==> config.mk <==
export PLATFORM = sky130hd
export DESIGN_NAME = store_queue
export DESIGN_NICKNAME = d
export VERILOG_FILES = /design/src/rtl/store_queue_pkg.sv /design/src/rtl/store_queue.sv
export SDC_FILE = /design/constraint.sdc
export NUM_CORES = 2
export LEC_CHECK = 0
export BUFFER_PORTS_ARGS = -buffer_cell sky130_fd_sc_hd__buf_4
export CELL_PAD_IN_SITES_DETAIL_PLACEMENT = 1
export CELL_PAD_IN_SITES_GLOBAL_PLACEMENT = 2
export CORE_MARGIN = 2
export CORE_UTILIZATION = 30
export CTS_CLUSTER_DIAMETER = 100
export DETAILED_ROUTE_END_ITERATION = 6
export PLACE_DENSITY_LB_ADDON = 0.1
export SLEW_MARGIN = 5
export SYNTH_ARGS = -nofsm -noshare
export SYNTH_HDL_FRONTEND = slang
export SYNTH_SLANG_ARGS = --single-unit
export TNS_END_PERCENT = 50
==> constraint.sdc <==
create_clock -name clock -period 6.9 [get_ports clock]
set_input_delay 0.69 -clock clock [delete_from_list [all_inputs] [get_ports clock]]
set_output_delay 0.69 -clock clock [all_outputs]
set_load 0.03 [all_outputs]
==> src/rtl/store_queue_pkg.sv <==
// rtl/store_queue_pkg.sv - shared sizes, entry type and stall encoding for the store queue
package store_queue_pkg;

  localparam int SQ_DEPTH   = 16;
  localparam int SQ_IDX     = 4;
  localparam int XLEN       = 32;
  localparam int COMMIT_MAX = 4;
  localparam int CNT_W      = SQ_IDX + 1;
  localparam int CCNT_W     = $clog2(COMMIT_MAX) + 1;

  typedef enum logic [1:0] {
    MEM_BYTE = 2'b00,
    MEM_HALF = 2'b01,
    MEM_WORD = 2'b10
  } mem_size_e;

  typedef struct packed {
    logic            valid;
    logic            filled;
    logic            committed;
    logic [XLEN-1:0] addr;
    logic [XLEN-1:0] data;
    mem_size_e       size;
  } sq_entry_packet_t;

  // Credits to per-lane stall mask; lane 2 is oldest and is the last to stall.
  function automatic logic [2:0] stall_enc(input logic [CNT_W-1:0] credits);
    logic [2:0] enc;
    if (credits == CNT_W'(0))      enc = 3'b111;
    else if (credits == CNT_W'(1)) enc = 3'b011;
    else if (credits == CNT_W'(2)) enc = 3'b001;
    else                           enc = 3'b000;
    return enc;
  endfunction

endpackage

==> src/rtl/store_queue.sv <==
// rtl/store_queue.sv - circular store queue: 3-wide allocate, execute fill, in-order commit and D-cache drain
module store_queue
  import store_queue_pkg::*;
(
  input  logic                  clock,
  input  logic                  reset,
  input  logic [2:0]            dispatch_valid,
  output logic [2:0]            dispatch_stall,
  output logic [3*SQ_IDX-1:0]   dispatch_index,
  input  logic                  exec_valid,
  input  logic [SQ_IDX-1:0]     exec_idx,
  input  logic [XLEN-1:0]       exec_addr,
  input  logic [XLEN-1:0]       exec_data,
  input  logic [1:0]            exec_size,
  input  logic [1:0]            retire_num,
  input  logic                  squash,
  output logic [2:0]            sq_stall,
  output logic                  dc_req_valid,
  output logic [XLEN-1:0]       dc_req_addr,
  output logic [XLEN-1:0]       dc_req_data,
  output logic [1:0]            dc_req_size,
  input  logic                  dc_req_ready
);

  sq_entry_packet_t  entries_q [SQ_DEPTH];
  sq_entry_packet_t  entries_d [SQ_DEPTH];
  logic [SQ_IDX-1:0] head_q, head_d;
  logic [SQ_IDX-1:0] cmt_q, cmt_d;
  logic [SQ_IDX-1:0] tail_q, tail_d;
  logic [CNT_W-1:0]  count_q, count_d;
  logic [CCNT_W-1:0] ccount_q, ccount_d;
  logic [2:0]        grant;
  logic [1:0]        n_grant;
  logic              drain;

  assign dc_req_valid = entries_q[head_q].valid & entries_q[head_q].committed;
  assign dc_req_addr  = entries_q[head_q].addr;
  assign dc_req_data  = entries_q[head_q].data;
  assign dc_req_size  = entries_q[head_q].size;
  assign drain        = dc_req_valid & dc_req_ready;

  // Credits come from registered counts only, so a same-cycle drain frees nothing yet.
  assign dispatch_stall = stall_enc(CNT_W'(SQ_DEPTH) - count_q);
  assign sq_stall       = stall_enc(CNT_W'(COMMIT_MAX) - CNT_W'(ccount_q));

  assign grant   = dispatch_valid & ~dispatch_stall & {3{~squash}} & {3{reset}};
  assign n_grant = {1'b0, grant[2]} + {1'b0, grant[1]} + {1'b0, grant[0]};

  always_comb begin
    dispatch_index = '0;
    for (int k = 0; k < 3; k++) begin
      if (grant[2-k]) dispatch_index[(2-k)*SQ_IDX +: SQ_IDX] = tail_q + SQ_IDX'(k);
    end
  end

  always_comb begin
    entries_d = entries_q;

    for (int k = 0; k < 3; k++) begin
      if (grant[2-k]) begin
        entries_d[tail_q + SQ_IDX'(k)]       = '0;
        entries_d[tail_q + SQ_IDX'(k)].valid = 1'b1;
      end
    end

    if (exec_valid && !squash && entries_q[exec_idx].valid) begin
      entries_d[exec_idx].filled = 1'b1;
      entries_d[exec_idx].addr   = exec_addr;
      entries_d[exec_idx].data   = exec_data;
      entries_d[exec_idx].size   = mem_size_e'(exec_size);
    end

    for (int k = 0; k < 3; k++) begin
      if (2'(k) < retire_num) entries_d[cmt_q + SQ_IDX'(k)].committed = 1'b1;
    end

    // Retire is folded in above, so only the speculative tail beyond the new cmt is dropped.
    if (squash) begin
      for (int j = 0; j < SQ_DEPTH; j++) begin
        if (entries_d[j].valid && !entries_d[j].committed) entries_d[j] = '0;
      end
    end

    if (drain) entries_d[head_q] = '0;

    head_d   = head_q + SQ_IDX'(drain);
    cmt_d    = cmt_q + SQ_IDX'(retire_num);
    ccount_d = ccount_q + CCNT_W'(retire_num) - CCNT_W'(drain);

    if (squash) begin
      tail_d  = cmt_d;
      count_d = CNT_W'(ccount_d);
    end else begin
      tail_d  = tail_q + SQ_IDX'(n_grant);
      count_d = count_q + CNT_W'(n_grant) - CNT_W'(drain);
    end
  end

  always_ff @(posedge clock or negedge reset) begin
    if (!reset) begin
      for (int i = 0; i < SQ_DEPTH; i++) entries_q[i] <= '0;
      head_q   <= '0;
      cmt_q    <= '0;
      tail_q   <= '0;
      count_q  <= '0;
      ccount_q <= '0;
    end else begin
      for (int i = 0; i < SQ_DEPTH; i++) entries_q[i] <= entries_d[i];
      head_q   <= head_d;
      cmt_q    <= cmt_d;
      tail_q   <= tail_d;
      count_q  <= count_d;
      ccount_q <= ccount_d;
    end
  end

endmodule

Word level (Yosys, flattened, before mapping)
Cells that the tools add are included.
Widths: inputs -> output; s select.
{ "op_classes": {"add_sub_neg": 15, "n_lt_le_gt_ge": 19, "eq_ne": 4, "muxes": 80, "bitwise_logic": 23, "n_reduce_logical": 45} }
{ "op_table": {"columns": ["cell", "count"], "rows": [
  ["$bwmux 1104", 10],
  ["$mux 1104", 9],
  ["$and 1104x1104->1104", 4],
  ["$not 1104->1104", 4],
  ["$demux 69 s4", 14],
  ["$mux 69", 27],
  ["$bmux 69 s4", 2],
  ["$mux 67", 3],
  ["$mux 68", 1],
  ["$mux 66", 1],
  ["$ge 5x5->1 const B", 8],
  ["$lt 5x1->1 const B", 8],
  ["$not 4->5", 8],
  ["$mux 34", 1],
  ["$logic_and 1x1->1", 26],
  ["$logic_not 1->1", 17],
  ["$mux 4", 4],
  ["$eq 5x1->1 const B", 2],
  ["$eq 5x2->1 const B", 2],
  ["$logic_not 5->1", 2],
  ["$and 3x3->3", 3],
  ["$add 4x1->4 const B", 2],
  ["$add 4x2->4", 2],
  ["$add 4x2->4 const B", 2],
  ["other kinds (18)", 24]
]} }
{ "totals": {"ff_bits": 1124, "in_bits": 80, "out_inout_bits": 85, "word_cells": 287} }

Longest topological paths before layout
{ "depth": {"word_depth": 33, "depth_mapped": 17, "ltp_nobuf": 16} }

Least setup slack after synthesis
OpenSTA, ideal clock, no wires.
{ "synth_path": {"path_kind": "reg2reg", "from": "register count_q[0]", "to": "register count_q[4]", "arrival_ns": 3.507, "required_ns": 6.821, "slack_ns": 3.314, "path_stages_with_launch": 16, "path_buffers": 1, "synth_period_minus_slack_ns": 3.586, "cell_sequence": "dfrtp_1 -> or4_4 -> o22ai_4 -> buf_6 -> nand2b_1 -> fa_1 -> ha_1 -> inv_1 -> ha_1 -> inv_1 -> fa_1 -> inv_1 -> a21oi_1 -> nor2_1 -> or3_1 -> a21oi_1"} }
{ "synth_between": {"elab_chain_len": 13, "word_cells_on_any_way": 16, "classes_between": "add/sub (5); eq/ne (2); mux (4); bitwise (4); reduce/logical (1)"} }
{ "synth_lines": {"columns": ["element", "line_no", "source"], "rows": [
  ["start, declared", "store_queue.sv:30", "logic [CNT_W-1:0] count_q, count_d;"],
  ["start signal, assigned", "store_queue.sv:112", "count_q <= count_d;"],
  ["$sub 5x5->5 *", "store_queue.sv:43", "assign dispatch_stall = stall_enc(CNT_W'(SQ_DEPTH) - count_q);"],
  ["$eq 5x1->1", "store_queue_pkg.sv:30", "else if (credits == CNT_W'(1)) enc = 3'b011;"],
  ["$mux 2", "store_queue_pkg.sv:30", null],
  ["$mux 3 *", "store_queue_pkg.sv:29", "if (credits == CNT_W'(0)) enc = 3'b111;"],
  ["net dispatch_stall[1]", "store_queue.sv:8", "output logic [2:0] dispatch_stall,"],
  ["$not 3->3 *", "store_queue.sv:46", "assign grant = dispatch_valid & ~dispatch_stall & {3{~squash}} & {3{reset}};"],
  ["$and 3x3->3 * (3 in a row)", "store_queue.sv:46", null],
  ["$add 1x1->2 *", "store_queue.sv:47", "assign n_grant = {1'b0, grant[2]} + {1'b0, grant[1]} + {1'b0, grant[0]};"],
  ["$add 2x1->2 *", "store_queue.sv:47", null],
  ["$add 5x2->5 *", "store_queue.sv:95", "count_d = count_q + CNT_W'(n_grant) - CNT_W'(drain);"],
  ["$sub 5x1->5 *", "store_queue.sv:95", null],
  ["$mux 5 *", "store_queue.sv:90", "if (squash) begin"],
  ["net count_d[4]", "store_queue.sv:30", null]
]} }
The timed path passes the listed nets; every way through them passes the cells marked *.

Final worst setup path
{ "layout_path": {"from": "register head_q[1]", "to": "output dc_req_data[22]"} }
{ "layout_between": {"elab_chain_len": 4} }
{ "layout_lines": {"columns": ["element", "line_no", "source"], "rows": [
  ["start, declared", "store_queue.sv:27", "logic [SQ_IDX-1:0] head_q, head_d;"],
  ["start signal, assigned", "store_queue.sv:102", "head_q <= '0;"],
  ["start signal, assigned", "store_queue.sv:109", "head_q <= head_d;"],
  ["$not 4->5 (implied by the code)", "store_queue.sv:38", "assign dc_req_data = entries_q[head_q].data;"],
  ["$bmux 69 s4", "store_queue.sv:38", null],
  ["$mux 69 (2 in a row)", null, null],
  ["end, declared", "store_queue.sv:20", "output logic [XLEN-1:0] dc_req_data,"]
]} }
Every way passes these cells. The select of a mux whose other input is x is not followed.

==> results.sh <==
export IMPL_first_pass_iters=6
export IMPL_clockPowerShare_pct=30.6
export IMPL_chipHeight_um=427
export IMPL_rr_endpoint="entries_q[800]"
export IMPL_die_area_sq_um=182000
export IMPL_rsz0062_at_grt="false"
export IMPL_synth_edf_count=0
export IMPL_fin_crit_sh_pct=69.0
export IMPL_grt_pass1_vias=44900
export IMPL_netlist_instances=4897
export IMPL_h_tree_depth=4
export IMPL_route_vias_total=42900
export IMPL_ios=165
export IMPL_r2r_setup_slack_ns=2.64
export IMPL_cts_tree="built"
export IMPL_combPwrFrac_pct=31.6
export IMPL_core_area_sq_um=178000
export IMPL_drv_slew=0
export IMPL_reg2reg_from="head_q[3]"
export IMPL_cp_required_ns=6.21
export IMPL_drcViolationCount=0
export IMPL_cts_root_buf="clkbuf_16"
export IMPL_gp_congestion=0.785
export IMPL_drive_gt1_share_pct=18.4
export IMPL_portBuffers=164
export IMPL_slew_headroom_pct=8.27
export IMPL_place_hpwl_mm=134
export IMPL_hold_class="in -> reg"
export IMPL_vdd_drop_max_mv=0.314
export IMPL_hold_viol=0
export IMPL_final_nets=4828
export IMPL_synthMuxAreaShare_pct=14.5
export IMPL_path_clk_slew_ns=0.06
export IMPL_crit_start="head_q[1]"
export IMPL_die_w_um=427
export IMPL_skew_ns=0.0205
export IMPL_period_minus_slack_ns=4.76
export IMPL_rows=155
export IMPL_yosysSeqAreaShare_pct=51.8
export IMPL_ys_seq_elements=1108
export IMPL_synth_top_cell_by_area="dfrtp_1"
export IMPL_areaGrowthSynthToFinish_pct=14.5
export IMPL_leakage_nw=26.4
export IMPL_routed_via_density=5.97
export IMPL_synth_nets=5007
export IMPL_wire_per_inst_um=35.9
export IMPL_synthFlopType="dfrtp_1"
export IMPL_drtIter0Drc=4016
export IMPL_grtUsageTotal_pct=28.4
export IMPL_place_area_sq_um=56900
export IMPL_wirelength_mm=258
export IMPL_startpoint_type="flop"
export IMPL_ys_warn_count=0
export IMPL_synthTopCellsByArea="dfrtp_1 (52%), mux4_2 (14%), a22oi_1 (5.6%)"
export IMPL_cts_buffer_depth=3
export IMPL_synth_compound_area_share_pct=15.0
export IMPL_critPathKind="reg -> out"
export IMPL_grt_pass1_wl_mm=367
export IMPL_cts_resized=0
export IMPL_power_internal_w=0.0151
export IMPL_worstHoldPathCells=3
export IMPL_power_density_nw_per_um2=388
export IMPL_synth_top_area_share_pct=51.8
export IMPL_max_freq_ghz=0.210
export IMPL_r2r_cells=8
export IMPL_status="complete, no violations"
export IMPL_hold_end="entries_q[712]"
export IMPL_critPathMaxStageDelay_ns=0.95
export IMPL_grt_ovfl_total=0
export IMPL_critPathMaxFanout=39
export IMPL_switchingPower_w=0.00873
export IMPL_end_kind="output pin"
export IMPL_maxCapViolCount=0
export IMPL_cp_slowest_cell="dfrtp_4"
export IMPL_synth_simple_gate_area_share_pct=12.7
export IMPL_antenna_found_initial=23
export IMPL_crit_chain="buf_4, mux4_2, mux4_2, buf_4"
export IMPL_synthDistinctLibCells=72
export IMPL_p_sw_share_pct=36.7
export IMPL_cts_buffers=138
export IMPL_synth_adder_area_share_pct=0.771
export IMPL_setup_tns_ns=0
export IMPL_worst_slew_pin_slew_ns=1.37
export IMPL_avgSynthCellArea_sq_um=10.9
export IMPL_grt_max_degree=156
export IMPL_synth_top_family_by_area="compound AO/OA/AOI/OAI gates"
export IMPL_power_frac_seq_pct=37.8
export IMPL_hp_start="exec_data[20]"
export IMPL_final_antenna_net_count=0
export IMPL_ys_async_sr_fraction_pct=100
export IMPL_clock_sinks=1108
export IMPL_synthXorXnorAreaFrac_pct=0.294
export IMPL_fin_area_sq_um=61300
export IMPL_synth_area_sq_um=53600
export IMPL_finalSetupViolCount=0
export IMPL_critical_path_arrival_ns=4.07
export IMPL_clk_latency_ns=0.79
export IMPL_initial_core_util_pct=30.1
layer usage:
layer  vias to the layer above  global-route usage [%]  wire length, um
met3                       378                    4.15            12600
li1                      17500                       -                -
met4                        16                    7.97             7100
met5                         -                       0              104
met1                     23700                    39.8           116000
met2                      1347                    45.6           122000
timing repair:
item / in CTS / in global routing
setup buffers: 0 / 0
hold buffers: 1 / 0
hold endpoints to repair: 53 / 0
flip-flops by register name, indices dropped and copies added (netlist names):
name and flops:
tail_q 4, entries_q 1088, ccount_q 3, head_q 4, cmt_q 4, count_q 5
logic make-up (layout without fill, tap and decap cells):
kind of cell    count (synthesis)  after routing
simple gates                 1563           1563
compound gates               1184           1184
flops                        1108           1108
buf+inv                       642            567
mux                           352            352
fa+ha+maj                      30             30
xor+xnor                       18             18
other cells                     0              4
layout by cell type, fill, tap and decap left out, types with 12 or more instances in the layout:
| cell | instances |
|---|---|
| clkbuf_16 | 145 |
| nand2b_1 | 15 |
| clkinv_2 | 13 |
| a21oi_1 | 492 |
| nand2_1 | 496 |
| a22o_1 | 198 |
| mux4_2 | 337 |
| ha_1 | 25 |
| a211oi_1 | 13 |
| clkbuf_8 | 31 |
| nor2_1 | 458 |
| dfrtp_1 | 1104 |
| clkbuf_1 | 46 |
| buf_12 | 22 |
| xnor2_1 | 12 |
| buf_4 | 252 |
| nand3_1 | 477 |
| nor3_1 | 21 |
| inv_1 | 45 |
| a22oi_1 | 397 |
layout make-up:
type / instances / area (sq um)
multi-input cells: 3147 / 23600
inverters: 47 / 176
diodes: 4 / 10.0
clock buffers: 222 / 4230
fillers: 19100 / 117000
flip-flops and latches: 1108 / 27700
well taps: 2355 / 2950
clock inverters: 22 / 198
repair buffers: 276 / 2360
cell usage after synthesis (45+ instances only):
master	n
dfrtp_1	1108
nand3_1	477
clkbuf_1	352
nor2_1	469
mux4_2	337
nand2_1	500
inv_1	45
buf_2	126
a22oi_1	397
a21oi_1	492
a22o_1	198
buf_1	91
how the worst max path moves through the flow:
stage | endpoint | cells after the start | slack, ns
after floorplan | count_q[4] | 15 | 3.31
after global placement | count_q[4] | 15 | 2.43
after CTS | dc_req_data[22] | 4 | 2.04
final | dc_req_data[22] | 4 | 2.14
after detailed placement | count_q[4] | 15 | 2.41
after global routing | dc_req_data[13] | 4 | 1.96
critical path, delay by kind of cell, from the launching register on:
| kind | cells | cell delay, ns |
|---|---|---|
| flip-flops | 1 | 0.95 |
| buffers and inverters | 2 | 1.05 |
| multiplexers | 2 | 1.20 |
power by group through the flow:
stage | combinational (W) | sequential [W] | clock, W
2_1_floorplan | 0.00515 | 0.00850 | 0
3_3_place_gp | 0.00748 | 0.00907 | 0
3_5_place_dp | 0.00757 | 0.00907 | 0
4_1_cts | 0.00758 | 0.00899 | 0.00745
5_1_grt | 0.00805 | 0.00918 | 0.00772
6_report | 0.00752 | 0.00899 | 0.00729
per-stage QoR:
stage                     hold WS [ns]  total power [W]  worst slack [ns]  std cells  utilization (%)
final                            0.240           0.0238              2.14       7181             34.5
after floorplan                  0.394           0.0136              3.31       4897                -
after detailed placement         0.481           0.0166              2.41       6932             32.0
after global placement           0.478           0.0166              2.43       6932             32.0
after global routing             0.219           0.0249              1.96       7180             34.5
after CTS                        0.192           0.0240              2.04       7177             34.5
No activity file was read; power rests on OpenSTA's default activity.
